$ cat src/rtl/route_sequencer.sv
// ---------------------------------------------------------------------------
// route_sequencer
//
// Queues station go-to commands arriving from the UART command register and
// hands them one at a time to the motion/station-tracking FSM.  Each trip is
// held until the motion FSM reports arrival, after which a dwell period is
// spent at the station before the next destination is offered.  Stop aborts
// the current trip and flushes the queue; clear-pending flushes only the
// queued entries.
//
// Parameters
//   DEPTH        : queue entries (power of 2, >= 2)
//   DWELL_CYCLES : cycles spent at a reached station (1..65535)
//
// Ports
//   clk          : system clock
//   rst          : asynchronous active-high reset
//   cmd[7:0]     : command byte; cmd[7:6] = 01 go-to, 00 stop,
//                  10 clear-pending, 11 ignored; cmd[5:0] = station
//   cmd_rdy      : cmd valid
//   clr_cmd_rdy  : consumes the command (combinational, same cycle)
//   dest_ID[5:0] : head-of-queue station, meaningful while dest_vld
//   dest_vld     : dest_ID offered to the motion FSM
//   dest_ack     : motion FSM accepted dest_ID
//   arrived      : 1-cycle pulse, motion FSM reached the destination
//   stop_req     : 1-cycle pulse, abort the current trip
//   trip_active  : high while travelling
//   q_count      : queued entries (a trip already accepted is excluded)
//   overflow     : sticky, a go-to was dropped because the queue was full
//
// Build option
//   SEQ_DEDUP_EN : when defined, a go-to equal to the most recently enqueued
//                  destination is consumed and discarded.
// ---------------------------------------------------------------------------
module route_sequencer #(
   parameter int DEPTH        = 4,
   parameter int DWELL_CYCLES = 25000
) (
   input  logic                     clk,
   input  logic                     rst,
   input  logic [7:0]               cmd,
   input  logic                     cmd_rdy,
   output logic                     clr_cmd_rdy,
   output logic [5:0]               dest_ID,
   output logic                     dest_vld,
   input  logic                     dest_ack,
   input  logic                     arrived,
   output logic                     stop_req,
   output logic                     trip_active,
   output logic [$clog2(DEPTH):0]   q_count,
   output logic                     overflow
);

   localparam int          AW         = $clog2(DEPTH);
   localparam int          CW         = AW + 1;
   localparam logic [CW-1:0] FULL_CNT = CW'(DEPTH);
   localparam logic [15:0] DWELL_LOAD = 16'(DWELL_CYCLES - 1);

   typedef enum logic [1:0] {
      S_IDLE,
      S_ISSUE,
      S_TRAVEL,
      S_DWELL
   } state_t;

   state_t           r_state;
   logic             r_dest_vld;
   logic             r_trip_active;
   logic             r_stop_req;
   logic [15:0]      r_dwell_cnt;

   logic [5:0]       r_mem [DEPTH];
   logic [AW-1:0]    r_rd_ptr;
   logic [AW-1:0]    r_wr_ptr;
   logic [CW-1:0]    r_count;
   logic             r_overflow;

   logic             w_goto;
   logic             w_stop;
   logic             w_clr;
   logic             w_full;
   logic             w_dup;
   logic             w_push;
   logic             w_drop;
   logic             w_pop;
   logic             w_flush;

   // ------------------------------------------------------------------------
   // Command decode
   // ------------------------------------------------------------------------
   always_comb begin
      w_goto  = cmd_rdy && (cmd[7:6] == 2'b01);
      w_stop  = cmd_rdy && (cmd[7:6] == 2'b00);
      w_clr   = cmd_rdy && (cmd[7:6] == 2'b10);
      w_flush = w_stop || w_clr;
      // Fullness is judged before any same-cycle pop, so a pop never frees
      // a slot for the go-to arriving alongside it.
      w_full  = (r_count == FULL_CNT);
      w_push  = w_goto && !w_full && !w_dup;
      w_drop  = w_goto &&  w_full && !w_dup;
      // A stop in the same cycle as dest_ack wins: the handshake is discarded.
      w_pop   = (r_state == S_ISSUE) && dest_ack && !w_stop;
   end

`ifdef SEQ_DEDUP_EN
   // ------------------------------------------------------------------------
   // Last enqueued destination, used to discard repeated go-to commands
   // ------------------------------------------------------------------------
   logic [5:0] r_last_dest;
   logic       r_last_vld;

   always_ff @(posedge clk or posedge rst) begin
      if (rst) begin
         r_last_dest <= '0;
         r_last_vld  <= 1'b0;
      end else if (w_flush) begin
         r_last_vld  <= 1'b0;
      end else if (w_push) begin
         r_last_dest <= cmd[5:0];
         r_last_vld  <= 1'b1;
      end
   end

   assign w_dup = r_last_vld && (r_last_dest == cmd[5:0]);
`else
   assign w_dup = 1'b0;
`endif

   // ------------------------------------------------------------------------
   // Queue storage (no reset needed: entries are only read once counted)
   // ------------------------------------------------------------------------
   always_ff @(posedge clk) begin
      if (w_push) begin
         r_mem[r_wr_ptr] <= cmd[5:0];
      end
   end

   // ------------------------------------------------------------------------
   // Queue pointers, occupancy and overflow flag
   // ------------------------------------------------------------------------
   always_ff @(posedge clk or posedge rst) begin
      if (rst) begin
         r_rd_ptr   <= '0;
         r_wr_ptr   <= '0;
         r_count    <= '0;
         r_overflow <= 1'b0;
      end else begin
         if (w_flush) begin
            // A pop coinciding with clear-pending still hands the head to the
            // motion FSM; only the remaining entries are discarded.
            r_rd_ptr <= '0;
            r_wr_ptr <= '0;
            r_count  <= '0;
         end else begin
            if (w_push) begin
               r_wr_ptr <= r_wr_ptr + AW'(1);
            end
            if (w_pop) begin
               r_rd_ptr <= r_rd_ptr + AW'(1);
            end
            case ({w_push, w_pop})
               2'b10:   r_count <= r_count + CW'(1);
               2'b01:   r_count <= r_count - CW'(1);
               default: r_count <= r_count;
            endcase
         end

         if (w_stop) begin
            r_overflow <= 1'b0;
         end else if (w_drop) begin
            r_overflow <= 1'b1;
         end
      end
   end

   // ------------------------------------------------------------------------
   // Trip sequencing FSM with registered outputs
   // ------------------------------------------------------------------------
   always_ff @(posedge clk or posedge rst) begin
      if (rst) begin
         r_state       <= S_IDLE;
         r_dest_vld    <= 1'b0;
         r_trip_active <= 1'b0;
         r_stop_req    <= 1'b0;
         r_dwell_cnt   <= '0;
      end else begin
         r_stop_req <= 1'b0;
         if (w_stop) begin
            r_state       <= S_IDLE;
            r_dest_vld    <= 1'b0;
            r_trip_active <= 1'b0;
            r_stop_req    <= 1'b1;
            r_dwell_cnt   <= '0;
         end else begin
            case (r_state)
               S_IDLE: begin
                  // A clear-pending in this cycle empties the queue, so do
                  // not start offering an entry that is about to vanish.
                  if ((r_count != '0) && !w_clr) begin
                     r_state    <= S_ISSUE;
                     r_dest_vld <= 1'b1;
                  end
               end
               S_ISSUE: begin
                  if (dest_ack) begin
                     r_state       <= S_TRAVEL;
                     r_dest_vld    <= 1'b0;
                     r_trip_active <= 1'b1;
                  end else if (w_clr) begin
                     r_state    <= S_IDLE;
                     r_dest_vld <= 1'b0;
                  end
               end
               S_TRAVEL: begin
                  if (arrived) begin
                     r_state       <= S_DWELL;
                     r_trip_active <= 1'b0;
                     r_dwell_cnt   <= DWELL_LOAD;
                  end
               end
               S_DWELL: begin
                  if (r_dwell_cnt == '0) begin
                     r_state <= S_IDLE;
                  end else begin
                     r_dwell_cnt <= r_dwell_cnt - 16'd1;
                  end
               end
               default: begin
                  r_state       <= S_IDLE;
                  r_dest_vld    <= 1'b0;
                  r_trip_active <= 1'b0;
               end
            endcase
         end
      end
   end

   // ------------------------------------------------------------------------
   // Outputs
   // ------------------------------------------------------------------------
   assign clr_cmd_rdy = cmd_rdy & ~rst;
   assign dest_ID     = r_mem[r_rd_ptr];
   assign dest_vld    = r_dest_vld;
   assign trip_active = r_trip_active;
   assign stop_req    = r_stop_req;
   assign q_count     = r_count;
   assign overflow    = r_overflow;

endmodule

$ cat config.mk
export PLATFORM = sky130hd
export DESIGN_NAME = route_sequencer
export DESIGN_NICKNAME = d
export VERILOG_FILES = /design/src/rtl/route_sequencer.sv
export SDC_FILE = /design/constraint.sdc
export NUM_CORES = 1
export LEC_CHECK = 0
export ABC_AREA = 0
export CELL_PAD_IN_SITES_DETAIL_PLACEMENT = 0
export CELL_PAD_IN_SITES_GLOBAL_PLACEMENT = 1
export CORE_MARGIN = 4
export CORE_UTILIZATION = 45
export DETAILED_ROUTE_END_ITERATION = 16
export PLACE_DENSITY = 0.91
export SKIP_CTS_REPAIR_TIMING = 1
export SLEW_MARGIN = 20
export SYNTH_ARGS = -nofsm -noshare
export SYNTH_HDL_FRONTEND = slang
export SYNTH_SLANG_ARGS = --single-unit
$ cat constraint.sdc
create_clock -name clk -period 2.6 [get_ports clk]
set_input_delay 0.78 -clock clk [delete_from_list [all_inputs] [get_ports clk]]
set_output_delay 0.78 -clock clk [all_outputs]
set_load 0.05 [all_outputs]
Yosys cells after proc, flatten, opt, wreduce, memory -nomap -nowiden
Memories as Yosys holds them, arrays and structs flattened.
Index checks and enable logic that the tools add are counted.
- flip-flop bits (word level): 29
- memory bits (writable): 24
- input bits: 13
- output and inout port bits: 14
- memories: 1
- memory list (name ; depth ; width ; read ports ; clocked after memory_dff ; write ports ; RTL line ; RTL):
    r_mem ; 4 ; 6 ; 1 ; 0 ; 1 ; 72 ; logic [5:0] r_mem [DEPTH];
- $add $sub $neg: 5
- equal/unequal tests: 14
- multiplexer cells: 31
- bitwise gates (word level): 2
- reduce and logical (&&, ||, !) cells: 27
- operators by type and width (kind ; count):
    16-bit two-way mux ; 3
    16-bit case mux with 2 select lines ; 1
    2-bit two-way mux ; 10
    16-bit zero test ; 1
    16-bit by 1-bit subtractor with 16-bit output, second input constant ; 1
    3-bit != test, second input constant ; 5
    3-bit nonzero test ; 5
    1-bit two-way mux ; 12
    3-bit AND reduction ; 3
    2-bit == test, second input constant ; 4
    1-bit logical AND ; 8
    2-bit case mux with 4 select lines ; 1
    2-bit by 1-bit == test with 1-bit output, second input constant ; 3
    3-bit case mux with 2 select lines ; 1
    2-bit nonzero test ; 3
    2-bit by 1-bit adder with 2-bit output, second input constant ; 2
    2-bit zero test ; 2
    4-bit != test, second input constant ; 1
    1-bit case mux with 2 select lines ; 2
    4-bit AND reduction ; 1
    3-bit by 1-bit adder with 3-bit output, second input constant ; 1
    3-bit == test, second input constant ; 1
    1-bit zero test ; 3
    3-bit two-way mux ; 1
    4 further kinds ; 4

Longest topological paths before layout
Gate-level depths: netlist of run 1.
- word-level depth: 7
- gate-level depth with buffers: 8
- depth with buffers taken out: 6

Worst setup path after synthesis of run 1
No wires, ideal clock.
- kind: input -> register
- from: in cmd[7]
- to: reg r_count[2], in the netlist q_count[2]
- setup time: 0.125 ns
- arrival time: 2.677 ns
- data required time: 2.475 ns
- setup slack: -0.202 ns
- stages: 8
- buffers on the path: 2
- cell sequence: or3b_2 -> clkbuf_1 -> inv_1 -> clkbuf_1 -> nor2_1 -> fa_1 -> mux2i_1 -> mux2_2
- longest elaborated chain between the ends: 7
- RTL lines (element ; RTL line ; RTL):
    start: declaration ; 41 ; input logic [7:0] cmd,
    2-bit zero test (*) ; 93 ; w_stop = cmd_rdy && (cmd[7:6] == 2'b00);
    1-bit logical AND (*) ; 93 ;
    via w_stop ; 79 ; logic w_stop;
    1-bit zero test ; 102 ; w_pop = (r_state == S_ISSUE) && dest_ack && !w_stop;
    1-bit logical AND ; 102 ;
    2-bit by 1-bit == test with 1-bit output / 2-bit == test (equally long branches) ; 161 ; case ({w_push, w_pop})
    3-bit case mux with 2 select lines ; 161 ;
    3-bit two-way mux ; 148 ; if (w_flush) begin
    end signal: assignment ; 162 ; 2'b10: r_count <= r_count + CW'(1);
    end signal: assignment ; 163 ; 2'b01: r_count <= r_count - CW'(1);
    end signal: assignment ; 164 ; default: r_count <= r_count;
    end: declaration ; 75 ; logic [CW-1:0] r_count;
Mark *: on every way through the listed nets, which the timed path passes. The rest lies on a longest branch.
A chain may end at the register's enable or synchronous reset.

Final worst setup path of run 1
- from: in cmd_rdy
- to: out clr_cmd_rdy
- longest elaborated chain between the ends: 1
- RTL lines (element ; RTL line ; RTL):
    start: declaration ; 42 ; input logic cmd_rdy,
    1-bit AND ; 241 ; assign clr_cmd_rdy = cmd_rdy & ~rst;
    end: declaration ; 43 ; output logic clr_cmd_rdy,
Every way passes these cells.

==> impl_metrics.yaml, run 1 <==
finish:
  layout_common_cells: "dfrtp_1 (28), buf_4 (28), edfxtp_1 (24)"
  stdcell_count: 344
  fin_util_pct: 56.8
  antennaDiodeCount: 0
  n_fill_cell: 495
  area_growth_pct: 20.6
  nets: 290
  drive_gt1_share_pct: 19.5
timing:
  rsz0062_at_grt: "no"
  worstMarginPinSlew_ns: 0.652
  hold_ws_ns: 0.522
  setup_tns_ns: 0
  drv_slew: 0
  fmax_mhz: 402
  hold_viol: 0
  slew_headroom_pct: 56.5
  clock_skew_ns: 0.00311
  setup_viol: 0
  period_minus_slack_ns: 2.49
  min_period_over_period_pct: 95.7
floorplan:
  die_w_um: 84.6
  ios: 27
  std_cell_rows: 27
  initial_utilization_pct: 47.1
  die_h_um: 84.6
  core_mm2: 0.00561
  dieArea_mm2: 0.00716
placement:
  numPortBuffers: 26
  dp_cells: 336
  dpl.hpwl_um: 3740
  gp_congestion: 0.806
synth:
  synthArstFlopShare_pct: 54.7
  synth_area_mm2: 0.00264
  ys_types: 47
  yosysWarnings: 0
  syn_nets: 248
  netlist_instances: 229
  syn_area_per_cell_um2: 11.5
  ys.flop_type: "dfrtp_1"
  synth-seq-cells: 53
  yosysSeqAreaShare_pct: 54.7
  synth_edf_count: 24
route:
  drt_wl_total_um: 5250
  drc: 0
  ant_nets: 0
  dr.pass1.iters: 5
  num_vias: 1923
  vias_per_cell: 5.59
  drtIter0Drc: 129
  wl_per_cell_um: 15.3
global_routing:
  grt_pass1_vias: 1936
  antenna_found_initial: 0
  grt_max_degree: 30
  overflow: 0
  grt.total_usage_pct: 15.8
  grt_pass1_wl_um: 9090
pwr:
  switching_share_pct: 41.5
  switchingPower_mw: 1.31
  p_int_mw: 1.84
  total_power_mw: 3.15
  p_leak_nw: 1.26
  ir_drop_mv: 0.531
  combPwrFrac_pct: 43.0
  pwr-share-clk_pct: 15.6
  p_seq_share_pct: 41.4
  p_per_area_mw_per_mm2: 988
critical_path:
  cp-end-kind: "output port"
  crit_type: "input pin to output port"
  worst-path-stages: 4
  path_cells: "clkdlybuf4s50_1, buf_4, nor2b_2, buf_12"
  cp_data_required_time_ns: 1.82
  critPathArrivalTime_ns: 1.71
  crit_buf_inv: 3
  cp_slowest_cell: "clkdlybuf4s50_1"
  rr_worst_depth: 4
  cp_top_family: "buffers and inverters"
  critical-path-max-stage-delay_ns: 0.47
  crit_path_start_kind: "input pin"
  crit_fanout: 5
worst_hold_path:
  holdPathStages: 2
  min_path_type: "flip-flop to flip-flop"
clock_network:
  cts_buffers: 5
  tritoncts: "yes"
  cts_buffer_depth: 2
  cts_root_buffer: "clkbuf_8"
  clkTransAtPathRegs_ns: 0.10
  cts.htree.levels: 2
  clk_latency_ns: 0.31
  clkSinkCount: 53
flow_run:
  maxCapViolations: 0
run_status:
  outcome: "finished clean"
==> synth_stat cells (3+ instances only) <==
library cell / n / area share (%)
and3_1: 4 / 0.95
nand3b_1: 3 / 0.85
edfxtp_1: 24 / 27
nand2_1: 9 / 1.3
nor2_1: 22 / 3.1
and3b_1: 3 / 0.99
clkbuf_1: 9 / 1.3
a31oi_1: 3 / 0.71
nand3_1: 5 / 0.95
nor3_1: 8 / 1.5
or4_1: 3 / 0.85
nor2b_1: 3 / 0.71
nor3b_1: 3 / 0.85
inv_1: 7 / 0.99
mux4_2: 6 / 5.1
mux2i_1: 4 / 1.5
o21ai_0: 12 / 2.3
xnor2_1: 4 / 1.3
a211oi_1: 4 / 1.1
a21oi_1: 11 / 2.1
or3_1: 8 / 1.9
nand4_1: 8 / 1.9
dfrtp_1: 29 / 27
ha_1: 5 / 2.4
==> final timing paths <==
| kind | endpoint | from | slack [ns] |
|---|---|---|---|
| worst min register to register | trip_active | trip_active | 0.52 |
| worst min-delay path | trip_active | trip_active | 0.52 |
| worst max-delay path | clr_cmd_rdy | cmd_rdy | 0.11 |
| min in group asynchronous | r_dwell_cnt[14] | rst | 0.88 |
| worst max register to register | r_dwell_cnt[9] | r_dwell_cnt[4] | 0.51 |
| max in group asynchronous | r_rd_ptr[0] | rst | 1.42 |
==> worst min-delay path, stage by stage, from the launching register on <==
cell     delay, ns
dfrtp_1       0.37
nor2_1        0.05
nor2_1        0.07
==> routing by layer <==
| metal | share of wire [%] | track usage (%) | vias up |
|---|---|---|---|
| met5 | 0 | 0 | - |
| met4 | 1.2 | 4.75 | 0 |
| met3 | 2.4 | 2.65 | 5 |
| met2 | 50 | 26.3 | 29 |
| met1 | 47 | 21.2 | 944 |
| li1 | - | - | 945 |
==> through the flow <==
stage / setup WS [ns] / area (µm²)
5_1_grt: 0.0510 / 3190
3_3_place_gp: -0.196 / 3090
6_report: 0.113 / 3190
3_5_place_dp: -0.223 / 3090
2_1_floorplan: 0.00620 / 2670
4_1_cts: 0.0440 / 3180
==> cells by family after synthesis <==
kind of cell,count (synthesis),share of synthesized area (%)
AND/OR/NAND/NOR,93,20.1
AO/OA/AOI/OAI,40,9.42
buffers and inverters,20,3.60
flip-flops,53,54.7
multiplexers,11,7.05
adder cells (fa/ha/maj),6,3.13
XOR/XNOR,6,1.99
==> area by class of cell <==
cell class                      instances  area (µm²)  share of cell area (%)
Clock buffer                            5        68.8                    2.16
Sequential cell                        53        1450                    45.4
Inverter                                7        26.3                   0.824
Timing Repair Buffer                   48         420                    13.2
Tap cell                               72        90.1                    2.83
Clock inverter                          3        28.8                   0.903
Multi-Input combinational cell        156        1110                    34.7
==> registers in the layout, indices dropped and copies added, names as in the netlist <==
name         cells
r_rd_ptr         2
stop_req         1
r_state          2
trip_active      1
q_count          3
r_wr_ptr         2
dest_vld         1
overflow         1
r_mem           24
r_dwell_cnt     16
==> power groups by stage <==
stage | combinational [mW] | sequential (mW) | clock (mW)
after floorplan | 0.908 | 1.36 | 0
after global placement | 1.33 | 1.32 | 0
after detailed placement | 1.35 | 1.32 | 0
after CTS | 1.36 | 1.30 | 0.505
after global routing | 1.48 | 1.34 | 0.546
final | 1.35 | 1.31 | 0.492
No activity file was read; power rests on OpenSTA's default activity.
==> run 2, diff against run 1 <==
MAX_ROUTING_LAYER = met4   (was unset)
==> impl_metrics.yaml, run 2 (synthesis gave the netlist of run 1 again) <==
floorplan:
  die_w_um: 84.6
  ios: 27
  dieArea_mm2: 0.00716
  initial_utilization_pct: 47.1
  std_cell_rows: 27
  core_mm2: 0.00561
  die_h_um: 84.6
clock_network:
  clkSinkCount: 53
  cts_buffers: 5
  cts.htree.levels: 2
  cts_root_buffer: "clkbuf_8"
  clkTransAtPathRegs_ns: 0.10
  tritoncts: "yes"
  cts_buffer_depth: 2
  clk_latency_ns: 0.31
finish:
  area_growth_pct: 20.6
  largest-register: "r_mem"
  antennaDiodeCount: 0
  nets: 290
  fin_util_pct: 56.8
  drive_gt1_share_pct: 19.5
  layout_common_cells: "dfrtp_1 (28), buf_4 (28), edfxtp_1 (24)"
  largest_register_ffs: 24
global_routing:
  grt_max_degree: 30
  overflow: 0
  use_met1_pct: 21.3
  grt_pass1_wl_um: 9110
  grt.total_usage_pct: 16.3
  antenna_found_initial: 0
  grt_use_met2_pct: 26.3
  met3_usage_pct: 2.65
  grt_pass1_vias: 1935
  busiest_layer: "met2"
route:
  vias_per_cell: 5.63
  dr.pass1.iters: 5
  drtIter0Drc: 132
  drt_wl_total_um: 5230
  num_vias: 1936
  wl_per_cell_um: 15.2
  ant_nets: 0
  drc: 0
placement:
  dpl.hpwl_um: 3740
  numPortBuffers: 26
  gp_congestion: 0.817
worst_hold_path:
  holdPathStages: 2
  min_path_type: "flip-flop to flip-flop"
  min_from: "trip_active"
critical_path:
  critical-path-max-stage-delay_ns: 0.47
  cp-end-kind: "output port"
  regToRegStartpoint: "r_dwell_cnt[4]"
  crit_fanout: 5
  r2r_slack_ns: 0.51
  crit_type: "input pin to output port"
  critPathArrivalTime_ns: 1.71
  path_cells: "clkdlybuf4s50_1, buf_4, nor2b_2, buf_12"
  rr_worst_depth: 4
  cp_data_required_time_ns: 1.82
  crit_start: "cmd_rdy"
  cp_slowest_cell: "clkdlybuf4s50_1"
  crit_path_start_kind: "input pin"
timing:
  setup_viol: 0
  slew_headroom_pct: 57.2
  period_minus_slack_ns: 2.49
  setup_tns_ns: 0
  rsz0062_at_grt: "no"
  hold_viol: 0
  min_period_over_period_pct: 95.6
  clock_skew_ns: 0.00303
  drv_slew: 0
  fmax_mhz: 402
  worstMarginPinSlew_ns: 0.642
pwr:
  total_power_mw: 3.15
  p_leak_nw: 1.26
  ir_drop_mv: 0.531
  p_per_area_mw_per_mm2: 987
run_status:
  outcome: "finished clean"
flow_run:
  maxCapViolations: 0
-- run 2: layout make-up --
type,instances,area (µm²)
clock buffer,5,68.8
clock inverter,3,28.8
fill,495,2420
inverter,7,26.3
multi-input combinational,156,1110
sequential,53,1450
tap,72,90.1
timing repair buffer,48,420
-- run 2: critical path: cells and delay by family --
family,cells,cell delay [ns]
buffers and inverters,3,0.74
and+or+nand+nor,1,0.18
-- run 2: worst paths after layout --
check                                  to
setup / recovery              clr_cmd_rdy
hold / removal                trip_active
setup reg to reg           r_dwell_cnt[9]
hold reg to reg               trip_active
max in group asynchronous     r_rd_ptr[0]
min in group asynchronous        dest_vld
-- run 2: report_power, final --
part	switching, mW	internal (mW)	total, mW
Clock	0.289	0.202	0.491
Sequential	0.256	1.05	1.30
Combinational	0.759	0.593	1.35
-- run 2: metrics by stage --
stage,setup slack (ns),cell area [µm²],cells,hold WS (ns)
after global routing,0.0510,3190,344,0.553
after floorplan,0.00620,2670,229,0.511
final,0.113,3190,344,0.522
after CTS,0.0440,3180,344,0.524
after detailed placement,-0.223,3090,336,0.501
after global placement,-0.196,3090,336,0.506
-- run 2: per-layer routing --
metal / up-vias / wire (µm)
li1: 944 / -
met1: 951 / 2370
met2: 36 / 2640
met3: 5 / 159
met4: 0 / 61
met5: - / 0
==> run 3, diff against run 2 <==
ABC_CLOCK_PERIOD_IN_PS = 2600   (was unset)
==> results of run 3 <==
The final DEF is identical to that of run 2; final timing and power are the same.
